[src/rtl/vga_frame_receiver.sv]
// VGA link receiver: samples sync/RGB, recovers pixel coordinates, verifies frame timing
// and reports the per-frame bounding box of pixels matching the target colour.
module vga_frame_receiver #(
  parameter int          H_SYNC  = 96,
  parameter int          H_BP    = 48,
  parameter int          H_ACT   = 640,
  parameter int          H_FP    = 16,
  parameter int          V_SYNC  = 2,
  parameter int          V_BP    = 33,
  parameter int          V_ACT   = 480,
  parameter int          V_FP    = 10,
  parameter logic [11:0] TGT_RGB = 12'hFF0
) (
  input  logic       clk,
  input  logic       reset,
  input  logic       hsync,
  input  logic       vsync,
  input  logic [3:0] red,
  input  logic [3:0] green,
  input  logic [3:0] blue,
  output logic       locked,
  output logic       pixel_valid,
  output logic [9:0] pixel_x,
  output logic [9:0] pixel_y,
  output logic       frame_done,
  output logic       obj_found,
  output logic [9:0] obj_x_min,
  output logic [9:0] obj_x_max,
  output logic [9:0] obj_y_min,
  output logic [9:0] obj_y_max,
  output logic [7:0] err_count
);

  localparam int H_TOTAL = H_SYNC + H_BP + H_ACT + H_FP;
  localparam int V_TOTAL = V_SYNC + V_BP + V_ACT + V_FP;
  localparam logic [9:0] L_H_LAST  = 10'(H_TOTAL - 1);
  localparam logic [9:0] L_H_SYNC  = 10'(H_SYNC);
  localparam logic [9:0] L_H_START = 10'(H_SYNC + H_BP);
  localparam logic [9:0] L_H_END   = 10'(H_TOTAL - H_FP);
  localparam logic [9:0] L_V_LAST  = 10'(V_TOTAL - 1);
  localparam logic [9:0] L_V_SYNC  = 10'(V_SYNC);
  localparam logic [9:0] L_V_START = 10'(V_SYNC + V_BP);
  localparam logic [9:0] L_V_END   = 10'(V_TOTAL - V_FP);
  localparam logic [9:0] L_CNT_MAX = 10'd1023;
  localparam logic [9:0] L_CNT_PRE = 10'd1022;

  typedef enum logic [1:0] {
    ST_HUNT    = 2'd0,
    ST_ACQUIRE = 2'd1,
    ST_LOCKED  = 2'd2
  } state_t;

  state_t      r_state, w_state_nxt;
  logic        r_hs1, r_vs1, r_hs2, r_vs2;
  logic [11:0] r_rgb1;
  logic [9:0]  r_h_cnt, r_v_cnt, w_h_nxt, w_v_nxt;
  logic        r_skip_h, r_skip_v, r_acq_err;
  logic        r_hit;
  logic [9:0]  r_bx_min, r_bx_max, r_by_min, r_by_max;

  logic       w_hs_fall, w_hs_rise, w_vs_fall, w_vs_rise;
  logic       w_active, w_tgt, w_err, w_lk, w_enter_acq;
  logic [9:0] w_x, w_y;

  assign w_hs_fall = r_hs2 & ~r_hs1;
  assign w_hs_rise = ~r_hs2 & r_hs1;
  assign w_vs_fall = r_vs2 & ~r_vs1;
  assign w_vs_rise = ~r_vs2 & r_vs1;
  assign w_lk      = (r_state == ST_LOCKED);
  assign w_tgt     = (r_rgb1 == TGT_RGB);

  // Counter values belonging to the sample now held in stage 1
  always_comb begin
    w_h_nxt = r_h_cnt;
    w_v_nxt = r_v_cnt;
    if (w_hs_fall) begin
      w_h_nxt = 10'd0;
    end else if (r_h_cnt != L_CNT_MAX) begin
      w_h_nxt = r_h_cnt + 10'd1;
    end else begin
      w_h_nxt = r_h_cnt;
    end
    if (w_vs_fall) begin
      w_v_nxt = 10'd0;
    end else if (w_hs_fall && (r_v_cnt != L_CNT_MAX)) begin
      w_v_nxt = r_v_cnt + 10'd1;
    end else begin
      w_v_nxt = r_v_cnt;
    end
  end

  assign w_active = (w_h_nxt >= L_H_START) && (w_h_nxt < L_H_END) &&
                    (w_v_nxt >= L_V_START) && (w_v_nxt < L_V_END);
  assign w_x      = w_h_nxt - L_H_START;
  assign w_y      = w_v_nxt - L_V_START;

  // Falls are checked against the count of the preceding sample, rises against the new one
  assign w_err = (w_hs_fall && !r_skip_h && (r_h_cnt != L_H_LAST)) ||
                 (w_hs_rise && (w_h_nxt != L_H_SYNC)) ||
                 (w_vs_fall && !r_skip_v && (r_v_cnt != L_V_LAST)) ||
                 (w_vs_rise && (w_v_nxt != L_V_SYNC)) ||
                 (!w_hs_fall && (r_h_cnt == L_CNT_PRE));

  assign w_enter_acq = w_vs_fall && ((r_state == ST_HUNT) ||
                       ((r_state == ST_ACQUIRE) && (r_acq_err || w_err)));

  // Lock state machine next-state
  always_comb begin
    w_state_nxt = r_state;
    case (r_state)
      ST_HUNT: begin
        if (w_vs_fall) w_state_nxt = ST_ACQUIRE;
        else           w_state_nxt = ST_HUNT;
      end
      ST_ACQUIRE: begin
        if (w_vs_fall && !w_err && !r_acq_err) w_state_nxt = ST_LOCKED;
        else                                   w_state_nxt = ST_ACQUIRE;
      end
      ST_LOCKED: begin
        if (w_err) w_state_nxt = ST_HUNT;
        else       w_state_nxt = ST_LOCKED;
      end
      default: w_state_nxt = ST_HUNT;
    endcase
  end

  // Input stage, counters, state and acquisition bookkeeping
  always_ff @(posedge clk or negedge reset) begin
    if (!reset) begin
      r_hs1 <= 1'b1;  r_vs1 <= 1'b1;  r_hs2 <= 1'b1;  r_vs2 <= 1'b1;
      r_rgb1 <= 12'h000;
      r_h_cnt <= 10'd0;  r_v_cnt <= 10'd0;
      r_state <= ST_HUNT;
      r_skip_h <= 1'b0;  r_skip_v <= 1'b0;  r_acq_err <= 1'b0;
    end else begin
      r_hs1  <= hsync;  r_vs1 <= vsync;  r_rgb1 <= {red, green, blue};
      r_hs2  <= r_hs1;  r_vs2 <= r_vs1;
      r_h_cnt <= w_h_nxt;
      r_v_cnt <= w_v_nxt;
      r_state <= w_state_nxt;
      if (w_enter_acq) begin
        r_skip_h <= 1'b1;
        r_skip_v <= 1'b1;
      end else begin
        if (w_hs_fall) r_skip_h <= 1'b0;
        if (w_vs_fall) r_skip_v <= 1'b0;
      end
      if ((r_state == ST_ACQUIRE) && !w_vs_fall) r_acq_err <= r_acq_err | w_err;
      else                                       r_acq_err <= 1'b0;
    end
  end

  // Registered outputs and running bounding box
  always_ff @(posedge clk or negedge reset) begin
    if (!reset) begin
      locked <= 1'b0;  pixel_valid <= 1'b0;  pixel_x <= 10'd0;  pixel_y <= 10'd0;
      frame_done <= 1'b0;  obj_found <= 1'b0;  err_count <= 8'd0;
      obj_x_min <= 10'd0;  obj_x_max <= 10'd0;  obj_y_min <= 10'd0;  obj_y_max <= 10'd0;
      r_hit <= 1'b0;
      r_bx_min <= 10'd0;  r_bx_max <= 10'd0;  r_by_min <= 10'd0;  r_by_max <= 10'd0;
    end else begin
      locked      <= (w_state_nxt == ST_LOCKED);
      pixel_valid <= w_active && w_lk;
      pixel_x     <= w_active ? w_x : 10'd0;
      pixel_y     <= w_active ? w_y : 10'd0;
      frame_done  <= w_lk && w_vs_fall && !w_err;
      if (w_lk && w_err && (err_count != 8'd255)) err_count <= err_count + 8'd1;
      if (w_lk && w_vs_fall && !w_err) begin
        obj_found <= r_hit;
        if (r_hit) begin
          obj_x_min <= r_bx_min;  obj_x_max <= r_bx_max;
          obj_y_min <= r_by_min;  obj_y_max <= r_by_max;
        end
        r_hit <= 1'b0;
        r_bx_min <= 10'd0;  r_bx_max <= 10'd0;  r_by_min <= 10'd0;  r_by_max <= 10'd0;
      end else if (w_lk && !w_err) begin
        if (w_active && w_tgt) begin
          r_hit    <= 1'b1;
          r_bx_min <= (!r_hit || (w_x < r_bx_min)) ? w_x : r_bx_min;
          r_bx_max <= (!r_hit || (w_x > r_bx_max)) ? w_x : r_bx_max;
          r_by_min <= (!r_hit || (w_y < r_by_min)) ? w_y : r_by_min;
          r_by_max <= (!r_hit || (w_y > r_by_max)) ? w_y : r_by_max;
        end
      end else begin
        r_hit <= 1'b0;
        r_bx_min <= 10'd0;  r_bx_max <= 10'd0;  r_by_min <= 10'd0;  r_by_max <= 10'd0;
      end
    end
  end

endmodule

[config.mk]
export PLATFORM = sky130hd
export DESIGN_NAME = vga_frame_receiver
export DESIGN_NICKNAME = d
export VERILOG_FILES = /design/src/rtl/vga_frame_receiver.sv
export SDC_FILE = /design/constraint.sdc
export NUM_CORES = 1
export LEC_CHECK = 0
export BUFFER_PORTS_ARGS = -buffer_cell sky130_fd_sc_hd__buf_2
export CAP_MARGIN = 25
export CELL_PAD_IN_SITES_DETAIL_PLACEMENT = 1
export CELL_PAD_IN_SITES_GLOBAL_PLACEMENT = 1
export CORE_MARGIN = 5
export CORE_UTILIZATION = 47
export CTS_CLUSTER_DIAMETER = 200
export DETAILED_ROUTE_END_ITERATION = 10
export MAX_ROUTING_LAYER = met4
export PLACE_DENSITY_LB_ADDON = 0.1
export SLEW_MARGIN = 0
export SYNTH_ARGS = -nofsm -noshare
export SYNTH_HDL_FRONTEND = slang
export SYNTH_SLANG_ARGS = --single-unit
[constraint.sdc]
create_clock -name clk -period 5.9 [get_ports clk]
set_input_delay 0.295 -clock clk [delete_from_list [all_inputs] [get_ports clk]]
set_output_delay 0.295 -clock clk [all_outputs]
set_load 0.03 [all_outputs]
==> results of run 1 <==
==> registers in the layout (all words and copies together), names as in the netlist, 2 cells and up <==
name       count
pixel_x       10
obj_x_max     10
r_h_cnt       10
obj_y_min     10
r_bx_min      10
r_bx_max      10
r_state        2
r_rgb1        12
r_by_min      10
obj_y_max     10
err_count      8
obj_x_min     10
r_v_cnt       10
r_by_max      10
pixel_y       10
==> kinds of logic after synthesis <==
| logic type | count (synthesis) | synth area share (%) |
|---|---|---|
| multiplexers | 74 | 10.04 |
| adder cells (fa/ha/maj) | 48 | 7.611 |
| flip-flops | 154 | 48.90 |
| XOR/XNOR | 19 | 2.109 |
| AND/OR/NAND/NOR | 227 | 15.70 |
| AO/OA/AOI/OAI | 120 | 10.62 |
| buffers and inverters | 91 | 5.026 |
==> routing by layer <==
layer  GRT usage [%]  routed length (microns)  vias to the layer above
met5               -                        0                        -
met4           8.312                      488                        0
met3           4.391                      847                       41
met2           37.15                    10550                      139
met1           29.97                     9499                     3068
li1                -                        -                     2838
==> power groups by stage <==
stage / combinational, uW / clock [uW] / sequential, uW
global placement: 302 / 0 / 1150
detailed placement: 319 / 0 / 1160
global route: 371 / 1310 / 1140
finish: 332 / 1240 / 1140
CTS: 331 / 1260 / 1140
floorplan: 196 / 0 / 1150
==> worst max path at each step <==
stage / from / endpoint / depth (start not counted)
after detailed placement: r_v_cnt[0] / r_by_min[3] / 15
after global routing: r_v_cnt[0] / r_by_min[3] / 15
after CTS: r_v_cnt[0] / r_by_min[3] / 15
after floorplan: r_vs2 / r_by_max[6] / 18
after global placement: r_v_cnt[2] / r_by_min[4] / 15
final: r_v_cnt[0] / r_by_min[3] / 15
==> Yosys cell counts, drive strengths merged (18+ instances only) <==
| cell type | instances |
|---|---|
| nor2 | 59 |
| nand2 | 28 |
| mux2 | 41 |
| a21oi | 28 |
| dfrtp | 150 |
| mux2i | 33 |
| inv | 58 |
| o21ai | 19 |
| nor2b | 18 |
| ha | 48 |
| nor3 | 35 |
==> placed cells by master, fill, tap and decap left out, drive strengths merged, types with 5 or more instances in the layout <==
cell and instances:
a2111oi 7, a211oi 10, a21o 7, a21oi 28, a31oi 5, and3 9
and4 8, buf 102, bufinv 6, clkbuf 21, dfrtp 150, dlygate4sd3 15
ha 48, inv 59, mux2 41, mux2i 33, nand2 28, nand2b 10
nand3 14, nand4 17, nor2 59, nor2b 18, nor3 35, nor4 11
o211ai 8, o21a 9, o21ai 19, xnor2 10, xor2 9
==> stage by stage <==
step,std cells,hold slack (ns),utilization (%)
after floorplan,733,-0.0005911,-
after global placement,1021,0.3581,51.76
after detailed placement,1021,0.3794,51.76
after CTS,1068,0.3856,56.71
after global routing,1069,0.3906,56.90
final,1069,0.3829,56.90
==> area by class of cell <==
class,instances,area [sq um]
Fill cell,1794,7122
Timing Repair Buffer,117,724.4
Clock buffer,21,450.4
Sequential cell,154,3859
Clock inverter,11,217.7
Multi-Input combinational cell,488,3659
Tap cell,220,275.3
Inverter,58,217.7
==> timing repair <==
| action | in CTS | in global routing |
|---|---|---|
| hold buffers | 15 | 0 |
| endpoints found under the setup margin | 0 | 2 |
| hold endpoints to repair | 84 | 0 |
| resized for setup | 0 | 1 |
==> run_results.csv, run 1 <==
group,metric,value,unit
grt,grt_pass1_vias,6700,
synth,synthCells,733,
synth,synth_top_area_cell,"dfrtp_1",
worst_setup_path,cp_num_buf_inv,1,
finish,finalInstanceArea,9403,sq um
power_and_ir_drop,leakage,0.004427,uW
clocking,path_clk_slew,0.06,ns
synth,ys_ff_latch,154,
worst_setup_path,reg2reg_depth,15,
detailed_routing,ant_nets,0,
sta,max_slew_margin,39.53,%
worst_setup_path,cp_data_arrival_time,5.54,ns
synth,yosysWarnings,0,
sta,skew,0.01231,ns
floorplan,core,16520,sq um
place,pre_cts_ws,0.6411,ns
worst_setup_path,cpMostUsedCell,"ha_1",
place,routabilityCongestion,0.8886,
worst_setup_path,critical-path-top-delay-family,"compound AO/OA/AOI/OAI gates",
synth,synth_top_area_share,47.57,%
detailed_routing,wl_per_cell,20.01,microns
min_path,hold_path.class,"flop to flop",
clocking,clockRootBuffer,"clkbuf_16",
power_and_ir_drop,p_int,2025,uW
synth,synth_async_sr_flop_share,100.0,%
sta,fin_crit_sh,88.41,%
power_and_ir_drop,pwr-share-clk,45.8,%
power_and_ir_drop,switchingPower,687.1,uW
grt,grtUsageTotal,23.30,%
synth,avgSynthCellArea,10.77,sq um
worst_setup_path,slowest_delay,0.70,ns
clocking,h-tree-depth,4,
worst_setup_path,cp-end-kind,"flop",
place,numPortBuffers,87,
detailed_routing,drt-pass1-iter-count,5,
grt,overflow,0,
power_and_ir_drop,comb_power_share,12.2,%
worst_setup_path,cp-start-kind,"flop",
power_and_ir_drop,power_switching_share,25.34,%
detailed_routing,drt_iter0_drc,294,
power_and_ir_drop,p_per_area,288.4,nW/um^2
sta,slew_violations,0,
power_and_ir_drop,finalPower,2712,uW
floorplan,die_y,139.6,microns
min_path,hold_end,"r_vs2",
clocking,clkLatencyLatePin,0.43,ns
finish,drive_gt1_share,18.14,%
flow_run,maxCapViolCount,0,
clocking,cts-buffers-inserted,17,
grt,antenna_found_initial,0,
synth,synthFlopType,"dfrtp_1",
worst_setup_path,rr_startpoint,"r_v_cnt[0]",
grt,grt_pass1_wl,35.40,mm
detailed_routing,via_per_inst,5.693,
worst_setup_path,rrSetupSlack,0.68,ns
worst_setup_path,slowest_stage,"o41ai_1",
finish,nNetsFinal,900,
finish,diodes,0,
floorplan,ios,88,
grt,grt_start_max_net_pins,81,
sta,max_freq,191.7,MHz
sta,rsz0062_at_grt,"no",
clocking,clockBufferDepth,2,
sta,hold_viol_final,0,
detailed_routing,via_count,6086,
synth,synth_area_leaders,"dfrtp_1 (48%), ha_1 (7.6%), mux2_1 (5.6%), mux2i_1 (4.2%), nor2_1 (2.8%)",
place,placed_area,8553,sq um
sta,finalSetupTns,0,ns
power_and_ir_drop,power_frac_seq,42.0,%
floorplan,start_util,47.75,%
floorplan,dieArea,19480,sq um
sta,setup_ws,0.6840,ns
min_path,min_path_cells,0,
outcome,outcome,"completed",
worst_setup_path,crit_chain,"ha_1 > a31oi_1 > mux2i_1 > inv_1 > ha_1 > o41ai_1 > nand2_1 > xnor2_1 > ha_1 > nor2b_1 > o21ai_0 > nand2b_1 > o21ai_2 > a21oi_1 > nor3_1",
worst_setup_path,critPathRequiredTime,6.23,ns
detailed_routing,drc,0,
clocking,tritoncts,"built",
finish,area_growth,19.15,%
sta,min_period,5.216,ns
clocking,clock_sinks,154,
clocking,cts_setup_buffers,0,
sta,setup_violations,0,
floorplan,die_w,139.6,microns
synth,synth_edf_count,0,
sta,worst_pin_slew,0.9001,ns
synth,synth_fp_nets,797,
synth,netlist-cell-type-count,63,
synth,synth_seq_area_share,48.90,%
worst_setup_path,crit_type,"flop to flop",
min_path,hold_start,"r_vs1",
worst_setup_path,path_max_fanout,10,
detailed_routing,routed_wl,21.39,mm
synth,syn_area,7891,sq um
floorplan,rows,47,
worst_setup_path,rr_endpoint,"r_by_min[3]",
power_and_ir_drop,ir_drop,0.0002068,V
place,dp_hpwl,15.11,mm
(Power assumes the default switching activity.)
==> run 2, diff against run 1 <==
Settings changed: BUFFER_PORTS_ARGS -buffer_cell sky130_fd_sc_hd__buf_2 to default, CORE_UTILIZATION 47 to 50, DONT_BUFFER_PORTS from default to 1.
==> run_results.csv, run 2 (same netlist as run 1, synthesis figures left out) <==
group,metric,value,unit
outcome,outcome,"completed",
place,dp_hpwl,14.62,mm
power_and_ir_drop,ir_drop,0.0001999,V
detailed_routing,dr_wl_met2,10.15,mm
worst_setup_path,cp-end-kind,"flop",
detailed_routing,highest_layer,"met4",
detailed_routing,via_per_inst,5.942,
worst_setup_path,cp-start-kind,"flop",
clocking,cts_setup_buffers,0,
floorplan,die_w,135.6,microns
clocking,clkLatencyLatePin,0.43,ns
grt,antenna_found_initial,0,
power_and_ir_drop,comb_power_share,11.8,%
finish,area_growth,12.37,%
clocking,clockBufferDepth,2,
place,place_inst,927,
clocking,cts-buffers-inserted,17,
clocking,clock_sinks,154,
finish,final_common_cell,"dfrtp_1",
floorplan,start_util,50.41,%
worst_setup_path,rr_endpoint,"r_by_max[5]",
min_path,hold_start,"r_hs1",
clocking,clockRootBuffer,"clkbuf_16",
grt,grt_pass1_vias,6186,
worst_setup_path,rr_startpoint,"r_hs2",
power_and_ir_drop,power_frac_seq,45.0,%
grt,overflow,0,
flow_run,maxCapViolCount,0,
worst_setup_path,cp_data_arrival_time,5.81,ns
min_path,hold_path.class,"flop to flop",
sta,finalSetupTns,0,ns
worst_setup_path,crit_start,"r_hs2",
finish,largest_register_ffs,12,
min_path,hold_end,"r_hs2",
finish,diodes,0,
clocking,path_clk_slew,0.06,ns
floorplan,core,15660,sq um
worst_setup_path,critPathRequiredTime,6.17,ns
power_and_ir_drop,power_switching_share,27.76,%
sta,min_period,5.550,ns
power_and_ir_drop,leakage,0.003912,uW
detailed_routing,ant_nets,0,
detailed_routing,drt_iter0_drc,327,
power_and_ir_drop,switchingPower,711.4,uW
floorplan,rows,46,
clocking,tritoncts,"built",
power_and_ir_drop,p_per_area,289.0,nW/um^2
floorplan,die_y,135.6,microns
sta,slew_violations,0,
floorplan,dieArea,18400,sq um
finish,layout_common_cells,"dfrtp_1 (150), nor2_1 (59), inv_1 (58)",
detailed_routing,wl_per_cell,21.44,microns
detailed_routing,wl_met3,1.111,mm
worst_setup_path,slowest_stage,"o41ai_1",
worst_setup_path,crit_chain,"nand2b_1 > a31oi_1 > mux2i_1 > inv_1 > ha_1 > o41ai_1 > nand2_1 > xnor2_1 > ha_1 > nand4_1 > o32ai_1 > a21oi_1 > o41ai_1 > a2111oi_2 > buf_4 > mux2i_1 > nor2_1",
sta,setup_violations,0,
place,numPortBuffers,0,
detailed_routing,drt-pass1-iter-count,4,
clocking,h-tree-depth,4,
detailed_routing,m1WireLength,9.328,mm
detailed_routing,drc,0,
sta,fin_crit_sh,94.06,%
sta,max_slew_margin,29.85,%
detailed_routing,routed_wl,20.90,mm
worst_setup_path,path_max_fanout,13,
finish,drive_gt1_share,8.827,%
sta,worst_pin_slew,1.050,ns
grt,grt_pass1_wl,33.62,mm
grt,grt_start_max_net_pins,155,
sta,skew,0.009751,ns
finish,final_cells,975,
grt,grtUsageTotal,24.50,%
finish,top_register,"r_rgb1",
sta,rsz0062_at_grt,"no",
finish,nNetsFinal,810,
power_and_ir_drop,p_int,1852,uW
floorplan,ios,88,
worst_setup_path,crit_type,"flop to flop",
sta,hold_viol_final,0,
place,routabilityCongestion,0.8502,
worst_setup_path,reg2reg_depth,17,
detailed_routing,via_count,5793,
min_path,min_path_cells,0,
worst_setup_path,rrSetupSlack,0.35,ns
worst_setup_path,slowest_delay,0.79,ns
power_and_ir_drop,pwr-share-clk,43.1,%
sta,max_freq,180.2,MHz
==> run 2: cell count changes in the layout (fill, tap and decap cells not counted), sizes merged <==
cell	change
clkinv	+1
inv	+4
buf	-90
clkbuf	-3
clkinvlp	+2
bufinv	-4
==> run 2: what timing repair did <==
| item | in CTS | in global routing |
|---|---|---|
| resized for setup | 0 | 1 |
| hold endpoints to repair | 168 | 0 |
| hold buffers | 16 | 0 |
| endpoints found under the setup margin | 0 | 6 |
==> run 2: power groups by stage <==
stage	registers, uW	clock network, uW	logic (uW)
finish	1150	1110	303
global route	1160	1180	339
CTS	1150	1120	305
detailed placement	1170	0	271
global placement	1170	0	255
floorplan	1150	0	196
==> run 2: worst max path at each step <==
stage,slack (ns),depth (start not counted),endpoint
after detailed placement,0.57,15,r_by_min[3]
after CTS,0.37,15,r_by_min[9]
after floorplan,1.41,18,r_by_max[6]
after global placement,0.93,15,r_by_min[4]
final,0.35,17,r_by_max[5]
after global routing,0.05,17,r_by_max[9]
==> run 2: critical path: cells and delay by family (launching register included) <==
family / cells / cell delay [ns]
compound gates: 6 / 1.74
mux: 2 / 0.79
fa+ha+maj: 2 / 0.65
simple gates: 4 / 0.62
flops: 1 / 0.58
xor+xnor: 1 / 0.52
buf+inv: 2 / 0.49
==> run 2: through the flow <==
stage / setup WS (ns) / util (%) / hold slack, ns / total power (uW) / cell area (sq um)
6_report: 0.3502 / 56.64 / 0.4051 / 2563 / 8867
5_1_grt: 0.05100 / 56.64 / 0.3881 / 2676 / 8867
4_1_cts: 0.3676 / 56.62 / 0.4025 / 2581 / 8864
3_5_place_dp: 0.5707 / 51.64 / 0.005138 / 1443 / 8084
3_3_place_gp: 0.9272 / 51.64 / 0.004584 / 1423 / 8084
2_1_floorplan: 1.414 / - / -0.0005911 / 1343 / 7891
==> run 2: metal layers <==
metal,global-route usage (%),vias up
met5,-,-
met4,6.495,0
met3,6.055,23
met2,38.33,119
met1,32.18,2998
li1,-,2653
==> run 2: final cells by class <==
type / count / area (sq um)
fillers: 1679 / 6788
inverters: 58 / 217.7
repair buffers: 27 / 260.3
clock buffers: 18 / 439.2
clock inverters: 14 / 162.7
multi-input cells: 488 / 3659
well taps: 216 / 270.3
flip-flops and latches: 154 / 3859
==> run 3, diff against run 2 <==
Settings changed: CTS_BUF_LIST from default to sky130_fd_sc_hd__clkbuf_2.
==> run_results.csv, run 3 (same netlist as run 1, synthesis figures left out) <==
group,metric,value,unit
sta,fin_crit_sh,92.00,%
finish,nNetsFinal,812,
grt,grt_start_max_net_pins,155,
detailed_routing,via_count,5709,
finish,final_common_cell,"dfrtp_1",
floorplan,die_w,135.6,microns
detailed_routing,via_per_inst,5.843,
floorplan,die_y,135.6,microns
floorplan,dieArea,18400,sq um
place,placed_area,8084,sq um
floorplan,ios,88,
clocking,cts-buffers-inserted,17,
place,place_inst,927,
sta,hold_viol_final,0,
clocking,h-tree-depth,4,
sta,skew,0.03285,ns
worst_setup_path,cp-start-kind,"flop",
worst_setup_path,path_max_fanout,13,
finish,top_register,"r_rgb1",
power_and_ir_drop,leakage,0.003776,uW
grt,overflow,0,
finish,area_growth,8.134,%
grt,grt_pass1_wl,32.90,mm
sta,rsz0062_at_grt,"no",
sta,setup_ws,0.4718,ns
clocking,clockBufferDepth,2,
finish,diodes,0,
floorplan,start_util,50.41,%
worst_setup_path,rrSetupSlack,0.47,ns
power_and_ir_drop,ir_drop,0.0001482,V
finish,nFillCells,1722,
finish,largest_register_ffs,12,
clocking,clockRootBuffer,"clkbuf_2",
sta,worst_pin_slew,1.016,ns
clocking,post_cts_resized,0,
detailed_routing,routed_wl,20.40,mm
grt,grtUsageTotal,23.79,%
worst_setup_path,cp_data_arrival_time,6.08,ns
clocking,clkLatencyLatePin,0.75,ns
place,pre_cts_ws,0.5707,ns
grt,grt_pass1_vias,6083,
finish,drive_gt1_share,8.541,%
detailed_routing,drt_iter0_drc,305,
clocking,clock_sinks,154,
sta,max_freq,184.2,MHz
sta,setup_violations,0,
detailed_routing,drt-pass1-iter-count,4,
outcome,outcome,"completed",
floorplan,core,15660,sq um
worst_setup_path,cp-end-kind,"flop",
finish,finalInstanceArea,8533,sq um
place,numPortBuffers,0,
clocking,cts_setup_buffers,0,
power_and_ir_drop,p_per_area,242.6,nW/um^2
place,dp_hpwl,14.62,mm
worst_setup_path,crit_type,"flop to flop",
finish,layout_common_cells,"dfrtp_1 (150), nor2_1 (59), inv_1 (58)",
finish,final_cells,977,
detailed_routing,drc,0,
detailed_routing,ant_nets,0,
clocking,hold_buffers,18,
finish,fin_util,54.51,%
sta,max_slew_margin,32.11,%
floorplan,rows,46,
grt,antenna_found_initial,0,
min_path,hold_path.class,"input port to flop",
sta,slew_violations,0,
place,routabilityCongestion,0.8502,
worst_setup_path,critPathRequiredTime,6.55,ns
sta,finalSetupTns,0,ns
clocking,path_clk_slew,0.23,ns
sta,min_period,5.428,ns
detailed_routing,wl_per_cell,20.88,microns
clocking,tritoncts,"built",
flow_run,maxCapViolCount,0,
==> run 3: cell count changes in the layout (fill, tap and decap cells not counted), sizes merged <==
cell and change:
clkbuf -1, dlygate4sd3 +2, clkinv +1
==> run 3: routing by layer <==
metal | wire length [microns] | vias to the layer above | GRT usage (%)
li1 | - | 2666 | -
met1 | 9421 | 2926 | 31.70
met2 | 9757 | 98 | 37.28
met3 | 1017 | 19 | 6.018
met4 | 207 | 0 | 4.927
met5 | 0 | - | -
==> run 3: area by class of cell <==
type	count	area, sq um	share of cell area [%]
Clock inverter	15	166.4	1.950
Timing Repair Buffer	29	280.3	3.284
Tap cell	216	270.3	3.167
Clock buffer	17	85.08	0.9971
Multi-Input combinational cell	488	3655	42.83
Sequential cell	154	3859	45.22
Inverter	58	217.7	2.551
==> run 3: worst paths after layout <==
check	start	end	cells past startpoint
worst max register to register	r_hs2	r_by_min[0]	15
max in group asynchronous	reset	r_by_max[3]	2
worst min register to register	r_hs1	r_hs2	0
worst max-delay path	r_hs2	r_by_min[0]	15
min in group asynchronous	reset	r_h_cnt[1]	2
worst min-delay path	green[3]	r_rgb1[7]	1
==> run 3: through the flow <==
| stage | hold slack, ns | total power (uW) |
|---|---|---|
| 6_report | 0.1042 | 2070 |
| 5_1_grt | 0.008950 | 2178 |
| 4_1_cts | 0.004973 | 2091 |
| 3_5_place_dp | 0.005138 | 1443 |
| 3_3_place_gp | 0.004584 | 1423 |
| 2_1_floorplan | -0.0005911 | 1343 |
==> run 3: critical path, stage by stage, from the launching register on <==
cell	delay, ns
dfstp_2	0.62
nand2b_1	0.29
a31oi_1	0.38
mux2i_1	0.53
inv_1	0.20
ha_1	0.29
o41ai_1	0.69
nand2_1	0.14
xnor2_1	0.49
ha_1	0.35
nor2b_1	0.13
o21ai_0	0.15
nand2b_1	0.11
o21ai_1	0.65
a21oi_1	0.14
nor3_1	0.21
==> run 3: where the power goes <==
part | internal [uW] | switching, uW
clock | 203 | 410
sequential | 1090 | 62.6
combinational | 117 | 185
